File: src/rtl/sw_debounce.sv
// Two-channel switch debouncer: 2-flop synchronizer plus a four-state acceptance FSM per
// channel, registered level/edge outputs and a press counter on channel 0.
module sw_debounce #(
  parameter int DEBOUNCE_CYCLES = 16
) (
  input  logic       clk,
  input  logic       rst,
  input  logic       sw_0,
  input  logic       sw_1,
  output logic       sw_0_db,
  output logic       sw_1_db,
  output logic       sw_0_rise,
  output logic       sw_0_fall,
  output logic       sw_1_rise,
  output logic       sw_1_fall,
  output logic [3:0] press_count_0,
  output logic [1:0] state_0,
  output logic [1:0] state_1
);

  localparam int CW = $clog2(DEBOUNCE_CYCLES);
  localparam logic [CW-1:0] LAST = CW'(DEBOUNCE_CYCLES - 1);
  localparam logic [CW-1:0] ONE  = CW'(1);

  typedef enum logic [1:0] {
    STABLE_LO = 2'd0,
    WAIT_HI   = 2'd1,
    STABLE_HI = 2'd2,
    WAIT_LO   = 2'd3
  } state_t;

  logic [1:0] raw;
  logic [1:0] db;
  logic [1:0] rise;
  logic [1:0] fall;
  logic [1:0] st [2];
  logic       accept_rise_0;

  assign raw = {sw_1, sw_0};

  for (genvar g = 0; g < 2; g++) begin : g_chan
    logic [1:0]    sync;
    logic          s;
    logic [CW-1:0] cnt;
    state_t        fsm;
    logic          db_r;
    logic          rise_r;
    logic          fall_r;

    assign s = sync[1];

    // The counter starts at 1 because the edge leaving STABLE already saw one sample of
    // the new level; acceptance happens on the DEBOUNCE_CYCLES-th consecutive sample.
    always_ff @(posedge clk or posedge rst) begin
      if (rst) begin
        sync   <= 2'b00;
        cnt    <= '0;
        fsm    <= STABLE_LO;
        db_r   <= 1'b0;
        rise_r <= 1'b0;
        fall_r <= 1'b0;
      end else begin
        sync   <= {sync[0], raw[g]};
        rise_r <= 1'b0;
        fall_r <= 1'b0;
        case (fsm)
          STABLE_LO: begin
            if (s) begin
              fsm <= WAIT_HI;
              cnt <= ONE;
            end
          end
          WAIT_HI: begin
            if (!s) begin
              fsm <= STABLE_LO;
              cnt <= '0;
            end else if (cnt == LAST) begin
              fsm    <= STABLE_HI;
              cnt    <= '0;
              db_r   <= 1'b1;
              rise_r <= 1'b1;
            end else begin
              cnt <= cnt + ONE;
            end
          end
          STABLE_HI: begin
            if (!s) begin
              fsm <= WAIT_LO;
              cnt <= ONE;
            end
          end
          WAIT_LO: begin
            if (s) begin
              fsm <= STABLE_HI;
              cnt <= '0;
            end else if (cnt == LAST) begin
              fsm    <= STABLE_LO;
              cnt    <= '0;
              db_r   <= 1'b0;
              fall_r <= 1'b1;
            end else begin
              cnt <= cnt + ONE;
            end
          end
          default: begin
            fsm <= STABLE_LO;
            cnt <= '0;
          end
        endcase
      end
    end

    assign db[g]   = db_r;
    assign rise[g] = rise_r;
    assign fall[g] = fall_r;
    assign st[g]   = fsm;
  end

  // Same condition that sets sw_0_rise, so the count updates on the edge the pulse rises.
  assign accept_rise_0 = (g_chan[0].fsm == WAIT_HI) && g_chan[0].s && (g_chan[0].cnt == LAST);

  always_ff @(posedge clk or posedge rst) begin
    if (rst) begin
      press_count_0 <= 4'd0;
    end else if (accept_rise_0) begin
      press_count_0 <= press_count_0 + 4'd1;
    end
  end

  assign sw_0_db   = db[0];
  assign sw_1_db   = db[1];
  assign sw_0_rise = rise[0];
  assign sw_0_fall = fall[0];
  assign sw_1_rise = rise[1];
  assign sw_1_fall = fall[1];
  assign state_0   = st[0];
  assign state_1   = st[1];

endmodule

File: config.mk
export PLATFORM = sky130hd
export DESIGN_NAME = sw_debounce
export DESIGN_NICKNAME = d
export VERILOG_FILES = /design/src/rtl/sw_debounce.sv
export SDC_FILE = /design/constraint.sdc
export NUM_CORES = 1
export LEC_CHECK = 0
export ABC_AREA = 1
export CAP_MARGIN = 20
export CORE_AREA = 2 2 46 65
export CTS_CLUSTER_DIAMETER = 80
export CTS_CLUSTER_SIZE = 30
export DETAILED_ROUTE_END_ITERATION = 12
export DIE_AREA = 0 0 48 67
export GPL_TIMING_DRIVEN = 0
export PLACE_DENSITY = 0.72
export SLEW_MARGIN = 40
export SYNTH_ARGS = -nofsm -noshare
export SYNTH_HDL_FRONTEND = slang
export SYNTH_SLANG_ARGS = --single-unit
File: constraint.sdc
create_clock -name clk -period 1 [get_ports clk]
set_input_delay 0.1 -clock clk [delete_from_list [all_inputs] [get_ports clk]]
set_output_delay 0.1 -clock clk [all_outputs]
set_load 0.01 [all_outputs]
==> results of run 1 <==
-- repair_timing --
action | CTS | global route
hold endpoints to repair | 0 | 0
buffers inserted | 16 | 4
resized for setup | 75 | 23
endpoints found under the setup margin | 36 | 30
pin swaps | 8 | 9
-- layout make-up --
type | instances | area (um^2) | area share, %
Tap cell | 36 | 45.0 | 2.64
Timing Repair Buffer | 37 | 284 | 16.7
Inverter | 22 | 92.6 | 5.43
Sequential cell | 26 | 654 | 38.4
Clock buffer | 4 | 36.3 | 2.13
Multi-Input combinational cell | 89 | 593 | 34.8
-- kinds of logic (layout without fill, tap and decap cells) --
kind of cell | count (synthesis) | in the layout
adder cells (fa/ha/maj) | 3 | 3
AO/OA/AOI/OAI | 10 | 10
buffers and inverters | 22 | 63
AND/OR/NAND/NOR | 74 | 74
flip-flops | 26 | 26
XOR/XNOR | 2 | 2
-- routing by layer --
layer / GRT usage, % / wire [um]
met5: 0 / 0
met1: 20.7 / 1040
met2: 31.5 / 1330
met4: 6.08 / 40
met3: 1.90 / 94
-- state kept, by name (all words and copies together) (netlist names), named ones only --
signal and flops:
sw_1_db 1, state_0 1, sw_0_db 1, g_chan.cnt 8, state_1 1, sw_0_fall 1, sw_0_rise 1, sw_1_fall 1
press_count_0 4, g_chan.sync 4, sw_1_rise 1
-- report_power, final --
group	switching, mW	leakage, nW	internal, mW
Sequential	0.0393	0.339	1.09
Clock	0.310	0.0210	0.223
Combinational	0.145	0.531	0.127
-- layout by cell type, fill, tap and decap left out, types with 2 or more instances in the layout --
cell,instances
nand2_1,35
nand4_1,5
nor2_4,5
inv_2,3
inv_4,2
o21ai_1,3
buf_4,16
nand3_4,2
nand3_1,8
nand2_2,3
nor2_1,3
clkdlybuf4s50_1,3
o21ai_0,2
nand2_4,7
dfrtp_1,23
buf_6,7
o21ai_2,3
nor2_2,2
nand3_2,2
buf_2,11
dfrtp_2,3
clkbuf_4,3
inv_1,16
-- path summary, 6_finish.rpt --
check	startpoint	to	slack, ps	cells after the start
worst min register to register	g_chan[1].sync[0]	g_chan[1].sync[1]	370	0
worst max-delay path	state_0[0]	press_count_0[3]	-190	7
min in group clk	sw_1	g_chan[1].sync[0]	200	1
worst min-delay path	rst	sw_0_fall	110	2
max in group asynchronous	rst	state_1[0]	520	2
worst max register to register	state_0[0]	press_count_0[3]	-190	7
-- critical path: cells and delay by family, from the launching register on --
family	cells	cell delay [ps]
flops	1	410
buf+inv	3	360
simple gates	4	330
==> impl_results.md, run 1 <==
- Outcome: finished, violations left
- Violated checks: setup timing
- Core area: between 2000 and 3000 um^2
- Max Freq: 843 MHz
- Overall Power: 1.94 mW
- CTS tree: yes
- Total Nets Final: between 150 and 200
- Post-Synth Adder-Cell Area: between 3 and 4%
- Synth Warn #: 0
- Pin count of the biggest net entering global routing: 27
- Overflow after GRT: 0
- Skew final: 5.39 ps
- Syn Nets: 144
- Leading area contributor after synthesis: dfrtp_1
- Setup WS post-layout: -187 ps
- Synth top area cells: dfrtp_1, nand2_1, inv_1
- Inserted Diodes: 0
- Crit-path cells: buf_4, inv_2, nor2_2, nand3_4, clkinv_4, nand2_1, nand2_1
- H-tree depth: 1
- Count leader, synth: nand2_1
- Final hold vios: 0
- Worst vdd ir: just over 1 mV
- Post-synthesis compound-gate area fraction: ~4.4%
- Post-DR wirelength/cell: 11.7 um
- Pwr/cell area: 1140 nW/um^2
- Routability cong.: 0.755
- Via-to-Cell Ratio: 4.78
- DRT Pass-1 Iters: 4
- Total Wirelength: 2.51 mm
- Sequential area share after synthesis: 54.1%
- Area share of xor/xnor cells in the synthesized design: 1.46%
- Setup WS pre-CTS: -254 ps
- CP arrival: 1420 ps
- CTS root buffer: clkbuf_4
- Max-slew headroom: about 65%
- Setup TNS: -1900 ps
- Worst setup EP type: flip-flop
- Cells after synthesis: 137
- Cell Area, Placed: between 1000 and 1500 um^2
- Synth Area in Simple Gates: 29.7%
- Leakage: 0.890 nW
- Synth top area share: 54.1%
- CTS buffer count: 3
- Hold Path Class: primary input to asynchronous set/reset pin
- Vias: 1023
- Die Wd: 48 um
- Detail Route Antenna Nets: 0
- Largest family of logic cells by synthesized area: simple AND/OR/NAND/NOR gates
- Clock sink total: 26
- Slowest stage delay, CP: 410 ps
- Initial drt markers: 15
- Synth top cells by count: nand2_1, dfrtp_1, inv_1
- Min cycle time layout: roughly 1200 ps
- CTS Buffer Depth: 2
- Slew Limit Fails: 0
- Die area: 3220 um^2
- Worst skew pair latency: ~330 ps
- Hold Slack: roughly 110 ps
- Synth-to-Final Area Change: 41.8%
- Cell Area, Synth: 1200 um^2
- Initial core utilization: 46.0%
- Req. time, crit path: about 1200 ps
- Die Ht: 67 um
- Vias in the first global route: 1027
- Crit-path max FO: 7
- Least-Margin Pin Slew: 520 ps
- Final Cell Area: 1710 um^2
- DRC: 0
- Yosys reg bits: 26
- Clock-pin slew of the registers on the worst-case setup and hold paths: 140 ps
- Final setup fails: 19
- FILL cells: around 210
- Netlist cell types: 21
- Fin crit share: 119%
- First-pass GRT wire length: 4.15 mm
- I/O pin total: 18
- Worst Path Class, Setup: flip-flop to flip-flop
- Mux cell area share after synthesis: 0%
- Syn Area/Cell: 8.78 um^2
- Worst setup SP type: flip-flop
- Share of layout cells above drive strength 1: between 40% and 50%
- Critical path's most frequent cell: nand2_1
- Final core utilization: 65.2%
- IO Port Bufs: 17
- Maxcap violations: 0
- CTS Hold Bufs: 0
- Post-synth EDFFs: 0
- Rows: 22
- FFs w/ async S/R, synth: between 90% and 100%
- Antenna violations before repair: 0
- GRT Overall Usage: 17.7%
- Worst-path cell with the longest stage delay: dfrtp_1
- Placed cell count: 190
- Final std cells w/o fill: 214
- Top_reg_cell synth: dfrtp_1
- HPWL Detailed: 1.62 mm
- RSZ-0062 raised after global routing: yes
Note: power is estimated with default switching activity, not from simulation.
==> run 2: changes to the inputs <==
Settings changed: REMOVE_ABC_BUFFERS from default to 1.
==> impl_results.md, run 2 (synthesized netlist as in run 1, its figures left out) <==
- Crit-path cells: ha_4, nand2_4, nor2_4, nand3_4, nand2_2, o21ai_1
- IO Port Bufs: 17 (unchanged)
- Largest regs: g_chan.cnt x8, g_chan.sync x4, press_count_0 x4
- Violated checks: setup timing
- R2r endpoint: press_count_0[2]
- Worst setup EP type: flip-flop
- First-pass GRT wire length: 4.06 mm (-2.0%)
- Final hold vios: 0 (unchanged)
- HPWL Detailed: 1.54 mm (-4.7%)
- Total Nets Final: 190 (+2.2%)
- CTS root buffer: clkbuf_4
- Largest delay share family, worst path: simple AND/OR/NAND/NOR gates
- Crit-path max FO: 7 (unchanged)
- Die Wd: 48 um (unchanged)
- Initial core utilization: 46.0% (unchanged)
- Switch share: 25.0% (-0.53 points)
- Slew Limit Fails: 0 (unchanged)
- Max Freq: 832 MHz (-1.2%)
- Setup WS post-layout: -202 ps (-14.8 ps)
- Worst setup SP type: flip-flop
- Pint: 1.45 mW (+0.40%)
- Clock power frac: 26.5% (-1.0 points)
- Hold Path Class: primary input to asynchronous set/reset pin
- Outcome: finished, violations left
- CTS tree: yes
- Detail Route Antenna Nets: 0 (unchanged)
- Skew final: 4.37 ps (-1.02 ps)
- Min cycle time layout: 1200 ps (+14.8 ps)
- Internal reg-to-reg setup slack: -200 ps (about the same)
- Least-Margin Pin Slew: 531 ps (+10.7 ps)
- Worst skew pair latency: 310 ps (-20 ps)
- Reg with most FFs: g_chan.cnt
- Leakage: 0.925 nW (+3.9%)
- Inserted Diodes: 0 (unchanged)
- Final core utilization: 66.7% (+1.5 points)
- CTS Buffer Depth: 2 (unchanged)
- Antenna violations before repair: 0 (unchanged)
- Initial drt markers: 14 (-1)
- Via-to-Cell Ratio: 4.83 (+0.95%)
- Vias in the first global route: 982 (-4.4%)
- RSZ-0062 raised after global routing: yes
- Most frequent cells in the layout: nand2_1, dfrtp_1, buf_4
- Rows: 22 (unchanged)
- Fin crit share: 120% (+1.5 points)
- CP arrival: 1410 ps (about the same)
- Max-slew headroom: 64.5% (-0.71 points)
- I/O pin total: 18 (unchanged)
- Share of layout cells above drive strength 1: 44.0% (+1.8 points)
- Req. time, crit path: 1210 ps (-30 ps)
- Max reg flops: 8 (unchanged)
- Reg power frac: 59.0% (+0.6 points)
- Overall Power: 1.93 mW (-0.31%)
- DRT Pass-1 Iters: 4 (unchanged)
- Synth-to-Final Area Change: 45.1%
- Routability cong.: 0.842 (+11%)
- Worst Path Class, Setup: flip-flop to flip-flop
- Reg2Reg Depth: 6 (-1)
- Overflow after GRT: 0 (unchanged)
- Worst-path cell with the longest stage delay: dfrtp_1
- DRC: 0 (unchanged)
- R2r startpoint: g_chan[0].cnt[1]
- Worst vdd ir: 0.735 mV (-28%)
- Maxcap violations: 0 (unchanged)
- Most common cell after layout, fill and taps aside: nand2_1
- H-tree depth: 1 (unchanged)
- Slowest stage delay, CP: 420 ps (about the same)
- Core area: 2620 um^2 (unchanged)
- Clock-pin slew of the registers on the worst-case setup and hold paths: 140 ps (about the same)
- Pin count of the biggest net entering global routing: 27 (unchanged)
- Die area: 3220 um^2 (unchanged)
- Die Ht: 67 um (unchanged)
- Combinational power share: 14.4% (+0.3 points)
- Pwr/cell area: 1110 nW/um^2 (-2.5%)
- Final setup fails: 20 (+1)
- GRT Overall Usage: 17.0% (-0.63 points)
- Total Wirelength: 2.68 mm (+6.6%)
- Setup WS pre-CTS: -267 ps (-13.1 ps)
- Total net switching power: 482 uW (-2.4%)
- Vias: 1052 (+2.8%)
- Buf/Inv on CP: 0 (-3)
- CTS buffer count: 3 (unchanged)
- Post-DR wirelength/cell: 12.3 um (+4.6%)
- Clock sink total: 26 (unchanged)
-- run 2: cell types whose count changed in the layout (fill, tap and decap cells not counted), moves of 2 or more --
cell	before	now
nand3_2	2	4
o21ai_1	3	5
nand2_2	3	5
o21ai_2	3	1
nand2_1	35	33
buf_4	16	19
buf_6	7	9
-- run 2: final cells by class --
class / count / area [um^2]
inverter: 22 / 90.1
multi-input combinational: 89 / 594
tap: 36 / 45.0
clock buffer: 4 / 36.3
timing repair buffer: 41 / 324
sequential: 26 / 654
fill: 194 / 871
-- run 2: metal layers --
metal | track usage, % | up-vias | wire, um
met5 | 0 | - | 0
met4 | 5.07 | 0 | 17
li1 | - | 519 | -
met3 | 1.63 | 2 | 48
met2 | 29.3 | 11 | 1480
met1 | 21.6 | 520 | 1130
-- run 2: how the worst max path moves through the flow --
stage / end / from / slack (ps) / cells past startpoint
2_1_floorplan: press_count_0[2] / g_chan[0].cnt[0] / -140 / 6
3_3_place_gp: g_chan[0].sync[0] / rst / -290 / 2
3_5_place_dp: press_count_0[2] / g_chan[0].cnt[0] / -270 / 6
4_1_cts: press_count_0[2] / g_chan[0].cnt[0] / -190 / 6
5_1_grt: press_count_0[1] / g_chan[0].cnt[1] / -290 / 7
6_report: press_count_0[2] / g_chan[0].cnt[1] / -200 / 6
-- run 2: metrics by stage --
stage          TNS (ps)  std cells  cell area, um^2  hold slack (ps)
2_1_floorplan     -1050        137             1200              131
3_3_place_gp     -10900        190             1420              337
3_5_place_dp      -3900        190             1420              340
4_1_cts           -2240        212             1570              139
5_1_grt           -4320        218             1740              158
6_report          -2780        218             1740              129
-- run 2: power groups by stage --
stage | Clock (mW) | Sequential (mW) | Combinational [mW]
floorplan | 0 | 1.15 | 0.104
global placement | 0 | 1.16 | 0.144
detailed placement | 0 | 1.16 | 0.149
CTS | 0.532 | 1.12 | 0.223
global route | 0.578 | 1.14 | 0.308
finish | 0.512 | 1.14 | 0.279
-- run 2: repair_timing --
item,in CTS,in global routing
setup endpoints to repair,36,27
hold buffers,0,0
resized for setup,76,32
pin swaps,6,16
buffers inserted,18,8
hold endpoints to repair,0,0
-- run 2: worst reg2reg max path: cells and delay by family (launching register included) --
family / cells / cell delay, ps
compound gates: 1 / 60
fa+ha+maj: 1 / 180
flops: 1 / 420
simple gates: 4 / 450
